File: src/rtl/alu_issue_stage.sv
// ID/EX issue stage: decodes RV32I fields into an ALU select, picks operands, and
// registers them behind a valid/ready output with a one-entry skid. ALU_ISSUE_PERF_EN adds issue/stall counters.
module alu_issue_stage #(
    parameter int DATA_WIDTH = 32,
    parameter int SEL_WIDTH  = 4
) (
    input  logic                  i_clk,
    input  logic                  i_rst,
    input  logic                  i_valid,
    output logic                  o_ready,
    input  logic [6:0]            i_opcode,
    input  logic [2:0]            i_funct3,
    input  logic                  i_funct7b5,
    input  logic [DATA_WIDTH-1:0] i_rs1_data,
    input  logic [DATA_WIDTH-1:0] i_rs2_data,
    input  logic [DATA_WIDTH-1:0] i_imm,
    input  logic [DATA_WIDTH-1:0] i_pc,
    input  logic                  i_flush,
    output logic                  o_valid,
    input  logic                  i_ready,
    output logic [DATA_WIDTH-1:0] o_src_a,
    output logic [DATA_WIDTH-1:0] o_src_b,
    output logic [SEL_WIDTH-1:0]  o_sel,
`ifdef ALU_ISSUE_PERF_EN
    output logic [31:0]           o_issue_cnt,
    output logic [31:0]           o_stall_cnt,
`endif
    output logic                  o_illegal
);

    localparam logic [SEL_WIDTH-1:0] SEL_ADD  = SEL_WIDTH'(0);
    localparam logic [SEL_WIDTH-1:0] SEL_SUB  = SEL_WIDTH'(1);
    localparam logic [SEL_WIDTH-1:0] SEL_SLL  = SEL_WIDTH'(2);
    localparam logic [SEL_WIDTH-1:0] SEL_SLT  = SEL_WIDTH'(3);
    localparam logic [SEL_WIDTH-1:0] SEL_SLTU = SEL_WIDTH'(4);
    localparam logic [SEL_WIDTH-1:0] SEL_XOR  = SEL_WIDTH'(5);
    localparam logic [SEL_WIDTH-1:0] SEL_SRL  = SEL_WIDTH'(6);
    localparam logic [SEL_WIDTH-1:0] SEL_SRA  = SEL_WIDTH'(7);
    localparam logic [SEL_WIDTH-1:0] SEL_OR   = SEL_WIDTH'(8);
    localparam logic [SEL_WIDTH-1:0] SEL_AND  = SEL_WIDTH'(9);

    localparam logic [6:0] OPC_OP     = 7'b0110011;
    localparam logic [6:0] OPC_OP_IMM = 7'b0010011;
    localparam logic [6:0] OPC_LUI    = 7'b0110111;
    localparam logic [6:0] OPC_AUIPC  = 7'b0010111;
    localparam logic [6:0] OPC_LOAD   = 7'b0000011;
    localparam logic [6:0] OPC_STORE  = 7'b0100011;
    localparam logic [6:0] OPC_BRANCH = 7'b1100011;
    localparam logic [6:0] OPC_JAL    = 7'b1101111;
    localparam logic [6:0] OPC_JALR   = 7'b1100111;

    // Register-register ops honour funct7b5 for SUB; immediates only for SRAI.
    function automatic logic [SEL_WIDTH-1:0] alu_map(input logic [2:0] f3, input logic f7b5,
                                                     input logic is_reg);
        case (f3)
            3'b000:  alu_map = (is_reg && f7b5) ? SEL_SUB : SEL_ADD;
            3'b001:  alu_map = SEL_SLL;
            3'b010:  alu_map = SEL_SLT;
            3'b011:  alu_map = SEL_SLTU;
            3'b100:  alu_map = SEL_XOR;
            3'b101:  alu_map = f7b5 ? SEL_SRA : SEL_SRL;
            3'b110:  alu_map = SEL_OR;
            default: alu_map = SEL_AND;
        endcase
    endfunction

    logic [DATA_WIDTH-1:0] dec_a, dec_b;
    logic [SEL_WIDTH-1:0]  dec_sel;
    logic                  dec_ill;

    always_comb begin
        dec_a   = i_rs1_data;
        dec_b   = i_rs2_data;
        dec_sel = SEL_ADD;
        dec_ill = 1'b0;
        case (i_opcode)
            OPC_OP:     dec_sel = alu_map(i_funct3, i_funct7b5, 1'b1);
            OPC_OP_IMM: begin
                dec_b   = i_imm;
                dec_sel = alu_map(i_funct3, i_funct7b5, 1'b0);
            end
            OPC_LUI: begin
                dec_a = '0;
                dec_b = i_imm;
            end
            OPC_AUIPC: begin
                dec_a = i_pc;
                dec_b = i_imm;
            end
            OPC_LOAD, OPC_STORE: dec_b = i_imm;
            OPC_BRANCH: begin
                case (i_funct3)
                    3'b000, 3'b001: dec_sel = SEL_SUB;
                    3'b100, 3'b101: dec_sel = SEL_SLT;
                    3'b110, 3'b111: dec_sel = SEL_SLTU;
                    default:        dec_ill = 1'b1;
                endcase
            end
            OPC_JAL, OPC_JALR: begin
                dec_a = i_pc;
                dec_b = DATA_WIDTH'(4);
            end
            default: dec_ill = 1'b1;
        endcase
        // The ALU shifts by the whole B value, so the amount must arrive pre-masked.
        if (dec_sel == SEL_SLL || dec_sel == SEL_SRL || dec_sel == SEL_SRA)
            dec_b = {{(DATA_WIDTH-5){1'b0}}, dec_b[4:0]};
    end

    logic                  out_valid_q, out_valid_d;
    logic [DATA_WIDTH-1:0] out_a_q, out_a_d, out_b_q, out_b_d;
    logic [SEL_WIDTH-1:0]  out_sel_q, out_sel_d;
    logic                  out_ill_q, out_ill_d;
    logic                  skid_valid_q, skid_valid_d;
    logic [DATA_WIDTH-1:0] skid_a_q, skid_a_d, skid_b_q, skid_b_d;
    logic [SEL_WIDTH-1:0]  skid_sel_q, skid_sel_d;
    logic                  skid_ill_q, skid_ill_d;
    logic                  in_fire, out_fire;

    assign o_ready  = !skid_valid_q;
    assign in_fire  = i_valid && o_ready;
    assign out_fire = out_valid_q && i_ready;

    always_comb begin
        out_valid_d  = out_valid_q;
        out_a_d      = out_a_q;
        out_b_d      = out_b_q;
        out_sel_d    = out_sel_q;
        out_ill_d    = out_ill_q;
        skid_valid_d = skid_valid_q;
        skid_a_d     = skid_a_q;
        skid_b_d     = skid_b_q;
        skid_sel_d   = skid_sel_q;
        skid_ill_d   = skid_ill_q;
        if (i_flush) begin
            out_valid_d  = 1'b0;
            skid_valid_d = 1'b0;
        end else if (!out_valid_q || out_fire) begin
            // Skid full implies o_ready low, so it never competes with a new input.
            if (skid_valid_q) begin
                out_valid_d  = 1'b1;
                out_a_d      = skid_a_q;
                out_b_d      = skid_b_q;
                out_sel_d    = skid_sel_q;
                out_ill_d    = skid_ill_q;
                skid_valid_d = 1'b0;
            end else if (in_fire) begin
                out_valid_d = 1'b1;
                out_a_d     = dec_a;
                out_b_d     = dec_b;
                out_sel_d   = dec_sel;
                out_ill_d   = dec_ill;
            end else begin
                out_valid_d = 1'b0;
            end
        end else if (in_fire) begin
            skid_valid_d = 1'b1;
            skid_a_d     = dec_a;
            skid_b_d     = dec_b;
            skid_sel_d   = dec_sel;
            skid_ill_d   = dec_ill;
        end
    end

    always_ff @(posedge i_clk or posedge i_rst) begin
        if (i_rst) begin
            out_valid_q  <= 1'b0;
            out_a_q      <= '0;
            out_b_q      <= '0;
            out_sel_q    <= '0;
            out_ill_q    <= 1'b0;
            skid_valid_q <= 1'b0;
            skid_a_q     <= '0;
            skid_b_q     <= '0;
            skid_sel_q   <= '0;
            skid_ill_q   <= 1'b0;
        end else begin
            out_valid_q  <= out_valid_d;
            out_a_q      <= out_a_d;
            out_b_q      <= out_b_d;
            out_sel_q    <= out_sel_d;
            out_ill_q    <= out_ill_d;
            skid_valid_q <= skid_valid_d;
            skid_a_q     <= skid_a_d;
            skid_b_q     <= skid_b_d;
            skid_sel_q   <= skid_sel_d;
            skid_ill_q   <= skid_ill_d;
        end
    end

    assign o_valid   = out_valid_q;
    assign o_src_a   = out_a_q;
    assign o_src_b   = out_b_q;
    assign o_sel     = out_sel_q;
    assign o_illegal = out_ill_q;

`ifdef ALU_ISSUE_PERF_EN
    logic [31:0] issue_cnt_q, stall_cnt_q;

    always_ff @(posedge i_clk or posedge i_rst) begin
        if (i_rst) begin
            issue_cnt_q <= '0;
            stall_cnt_q <= '0;
        end else begin
            if (out_fire)
                issue_cnt_q <= issue_cnt_q + 32'd1;
            if (out_valid_q && !i_ready)
                stall_cnt_q <= stall_cnt_q + 32'd1;
        end
    end

    assign o_issue_cnt = issue_cnt_q;
    assign o_stall_cnt = stall_cnt_q;
`endif

endmodule

File: config.mk
export PLATFORM = sky130hd
export DESIGN_NAME = alu_issue_stage
export DESIGN_NICKNAME = d
export VERILOG_FILES = /design/src/rtl/alu_issue_stage.sv
export SDC_FILE = /design/constraint.sdc
export NUM_CORES = 1
export LEC_CHECK = 0
export ABC_AREA = 1
export CAP_MARGIN = 10
export CORE_UTILIZATION = 58
export CTS_CLUSTER_DIAMETER = 120
export CTS_CLUSTER_SIZE = 16
export DETAILED_ROUTE_END_ITERATION = 8
export DONT_BUFFER_PORTS = 1
export HOLD_SLACK_MARGIN = 0.03
export PLACE_DENSITY = 0.86
export SLEW_MARGIN = 10
export SYNTH_ARGS = -nofsm -noshare
export SYNTH_HDL_FRONTEND = slang
export SYNTH_SLANG_ARGS = --single-unit
File: constraint.sdc
create_clock -name i_clk -period 4.2 [get_ports i_clk]
set_input_delay 0.42 -clock i_clk [delete_from_list [all_inputs] [get_ports i_clk]]
set_output_delay 0.42 -clock i_clk [all_outputs]
set_load 0.02 [all_outputs]
==> impl_metrics.toml <==
[status]
status = "complete, no violations"

[place]
io_buffers = 0
dpl.hpwl_mm = 10.5
finalWeightedCongestion = 0.800

[yosys]
synth_compound_area_frac = 0.109
synth-xor-area-share = 0
synthTopCellsByArea = "dfrtp_1 (49%), nand2_1 (22%), nor2_1 (7.1%)"
post_synth_and_or_nand_nor_area_fraction = 0.340
yosys_warnings = 0
syn_area_per_cell_um2 = 7.40
ys.flop_type = "dfrtp_1"
synth_edf_count = 0
ys_seq_area_frac = 0.490
synth_seq_cells = 140
synth_common_cells = "nand2_1 (419), dfrtp_1 (140), nor2_1 (136)"
synth_nets = 1110
syn-cell-area_um2 = 7150
synthDistinctLibCells = 29
synthMuxAreaShare = 0
synth_top_family_by_area = "simple AND/OR/NAND/NOR gates"
async_reset_ff_frac = 1.00
synthCells = 966
yosys.area_share.adder = 0
synth_top_cell_by_area = "dfrtp_1"
synth.most_common_cell = "nand2_1"
synth.top_cell.area_share = 0.490

[hold_path]
min_path_type = "in2reg"

[pwr]
pwr-share-comb = 0.122
internal-power_uw = 2720
vdd_drop_max_uv = 273
pwr-share-clk = 0.377
leakagePower_uw = 0.00417
sequentialPowerShare = 0.501
power.density_nw_per_um2 = 509
p_switching_uw = 1190
p_sw_frac = 0.305

[detailed_routing]
drc = 0
routedWlPerCell_um = 15.2
ant_nets = 0
drt-initial-drc-count = 563
dr.pass1.iters = 5
avgViaCountPerCell = 5.58
routed_wirelength_mm = 16.6
routed-via-count = 6097

[critical_path]
critPathLaunchType = "flop"
path_max_fanout = 120
max_stage_delay_ns = 0.86
cp_common_cell = "inv_4"
slowest_stage = "dfrtp_1"
cp_data_arrival_time_ns = 3.12
path_cells = "inv_4 > a21oi_2 > inv_2 > nor2_8 > inv_4 > a21oi_1 > o21ai_0 > o21a_1"
crit_required_ns = 4.51
critPathKind = "reg2reg"
worst_setup_path_end_kind = "flop"

[clock_tree]
cts.path.max_buffers = 2
cts_sinks = 140
cts_inserted_buffers = 17
holdBufCountCts = 1
htreeDepth = 4
root_buffer = "clkbuf_16"
cts_resized = 0
clk_latency_ns = 0.41
post_cts_buffers = 0
clkTransAtPathRegs_ns = 0.06
cts_tree = "done"

[floorplanning]
die_h_um = 113
pin_count = 215
num_rows = 40
die_area_um2 = 12800
core_area_um2 = 12000
start_util = 0.595
die_w_um = 113

[layout]
seqCellArea_um2 = 3500
nets = 1077
drive_above_1_share = 0.0698
multi_input_area_um2 = 3220
antenna_cells = 0
area_growth_pct = 7.40
nFillCells = 1073

[sta]
period_needed_ns = 2.81
rsz0062_at_grt = "no"
worst_hold_slack_ns = 0.165
relSlewSlack = 0.176
hold_viol = 0
finalMaxSlewViolations = 0
skew_ns = 0.00558
setup_tns_ns = 0
setup_viol = 0
fmax_mhz = 355
min_period_over_period = 0.670
tightest_slew_ns = 1.24

[run]
drv_cap = 0

[global_route]
track_usage = 0.272
grt_max_degree = 121
antenna_found_initial = 0
grt_pass1_wl_mm = 27.5
grt_pass1_vias = 5605
grt_remaining_overflow = 0
==> kinds of logic after synthesis <==
logic type	Yosys count
AO/OA/AOI/OAI	130
AND/OR/NAND/NOR	608
flip-flops	140
buffers and inverters	88
==> critical path: cells and delay by family (launching register included) <==
kind	cells	cell delay, ns
buffers and inverters	3	0.75
AOI/OAI and AO/OA	4	0.71
DFF	1	0.86
and+or+nand+nor	1	0.27
==> power groups by stage <==
| stage | registers [uW] | logic, uW | clock network (uW) |
|---|---|---|---|
| 6_report | 1960 | 476 | 1470 |
| 5_1_grt | 1990 | 562 | 1570 |
| 4_1_cts | 1960 | 483 | 1490 |
| 3_5_place_dp | 1980 | 480 | 0 |
| 3_3_place_gp | 1970 | 459 | 0 |
| 2_1_floorplan | 1920 | 410 | 0 |
==> metrics by stage <==
step	power [uW]	instances	instance area, um^2	utilization	setup slack (ns)
after global routing	4120	1093	7680	0.639	1.21
after detailed placement	2460	1060	7090	0.590	1.32
after CTS	3930	1093	7680	0.639	1.44
after floorplan	2330	966	7150	-	0.0271
after global placement	2430	1060	7090	0.590	1.41
final	3910	1093	7680	0.639	1.39
==> metal layers <==
layer	part of all wire	GRT usage
met5	0	0
met4	0.017	0.0982
met3	0.081	0.0787
met2	0.47	0.419
met1	0.43	0.369
==> sequential cells by signal, summed over array words and instances, names as in the netlist, 4 cells and up <==
signal,flops
o_src_b,32
skid_sel_q,4
skid_b_q,32
o_src_a,32
o_sel,4
skid_a_q,32
==> layout make-up <==
type | count | share of cell area
clock inverter | 13 | 0.0186
tap | 147 | 0.0239
sequential | 140 | 0.456
clock buffer | 19 | 0.0577
timing repair buffer | 11 | 0.0111
inverter | 25 | 0.0135
multi-input combinational | 738 | 0.419
==> cells in the final DEF (no fill, tap or decap), types with 8 or more instances in the layout <==
cell	netlist	routed
a21oi_1	15	15
a22oi_1	19	19
a2bb2oi_1	13	13
a31oi_1	20	20
buf_4	3	10
clkbuf_16	0	17
dfrtp_1	140	140
inv_1	15	14
inv_2	10	8
nand2_1	419	419
nand3_1	14	14
nand4_1	28	28
nor2_1	136	135
o21ai_0	29	29
o21ai_1	31	31
==> path summary, 6_finish.rpt <==
kind                                from            end  slack [ns]  cells past startpoint
setup / recovery            skid_valid_q       o_sel[3]        1.39                      8
hold / removal                   i_ready   skid_valid_q        0.16                      3
setup reg to reg            skid_valid_q       o_sel[3]        1.39                      8
hold reg to reg            skid_sel_q[1]  skid_sel_q[1]        0.48                      2
max in group asynchronous          i_rst   skid_a_q[12]        2.63                      3
min in group asynchronous          i_rst    o_src_b[19]        0.56                      2
No activity file was read; power rests on OpenSTA's default activity.
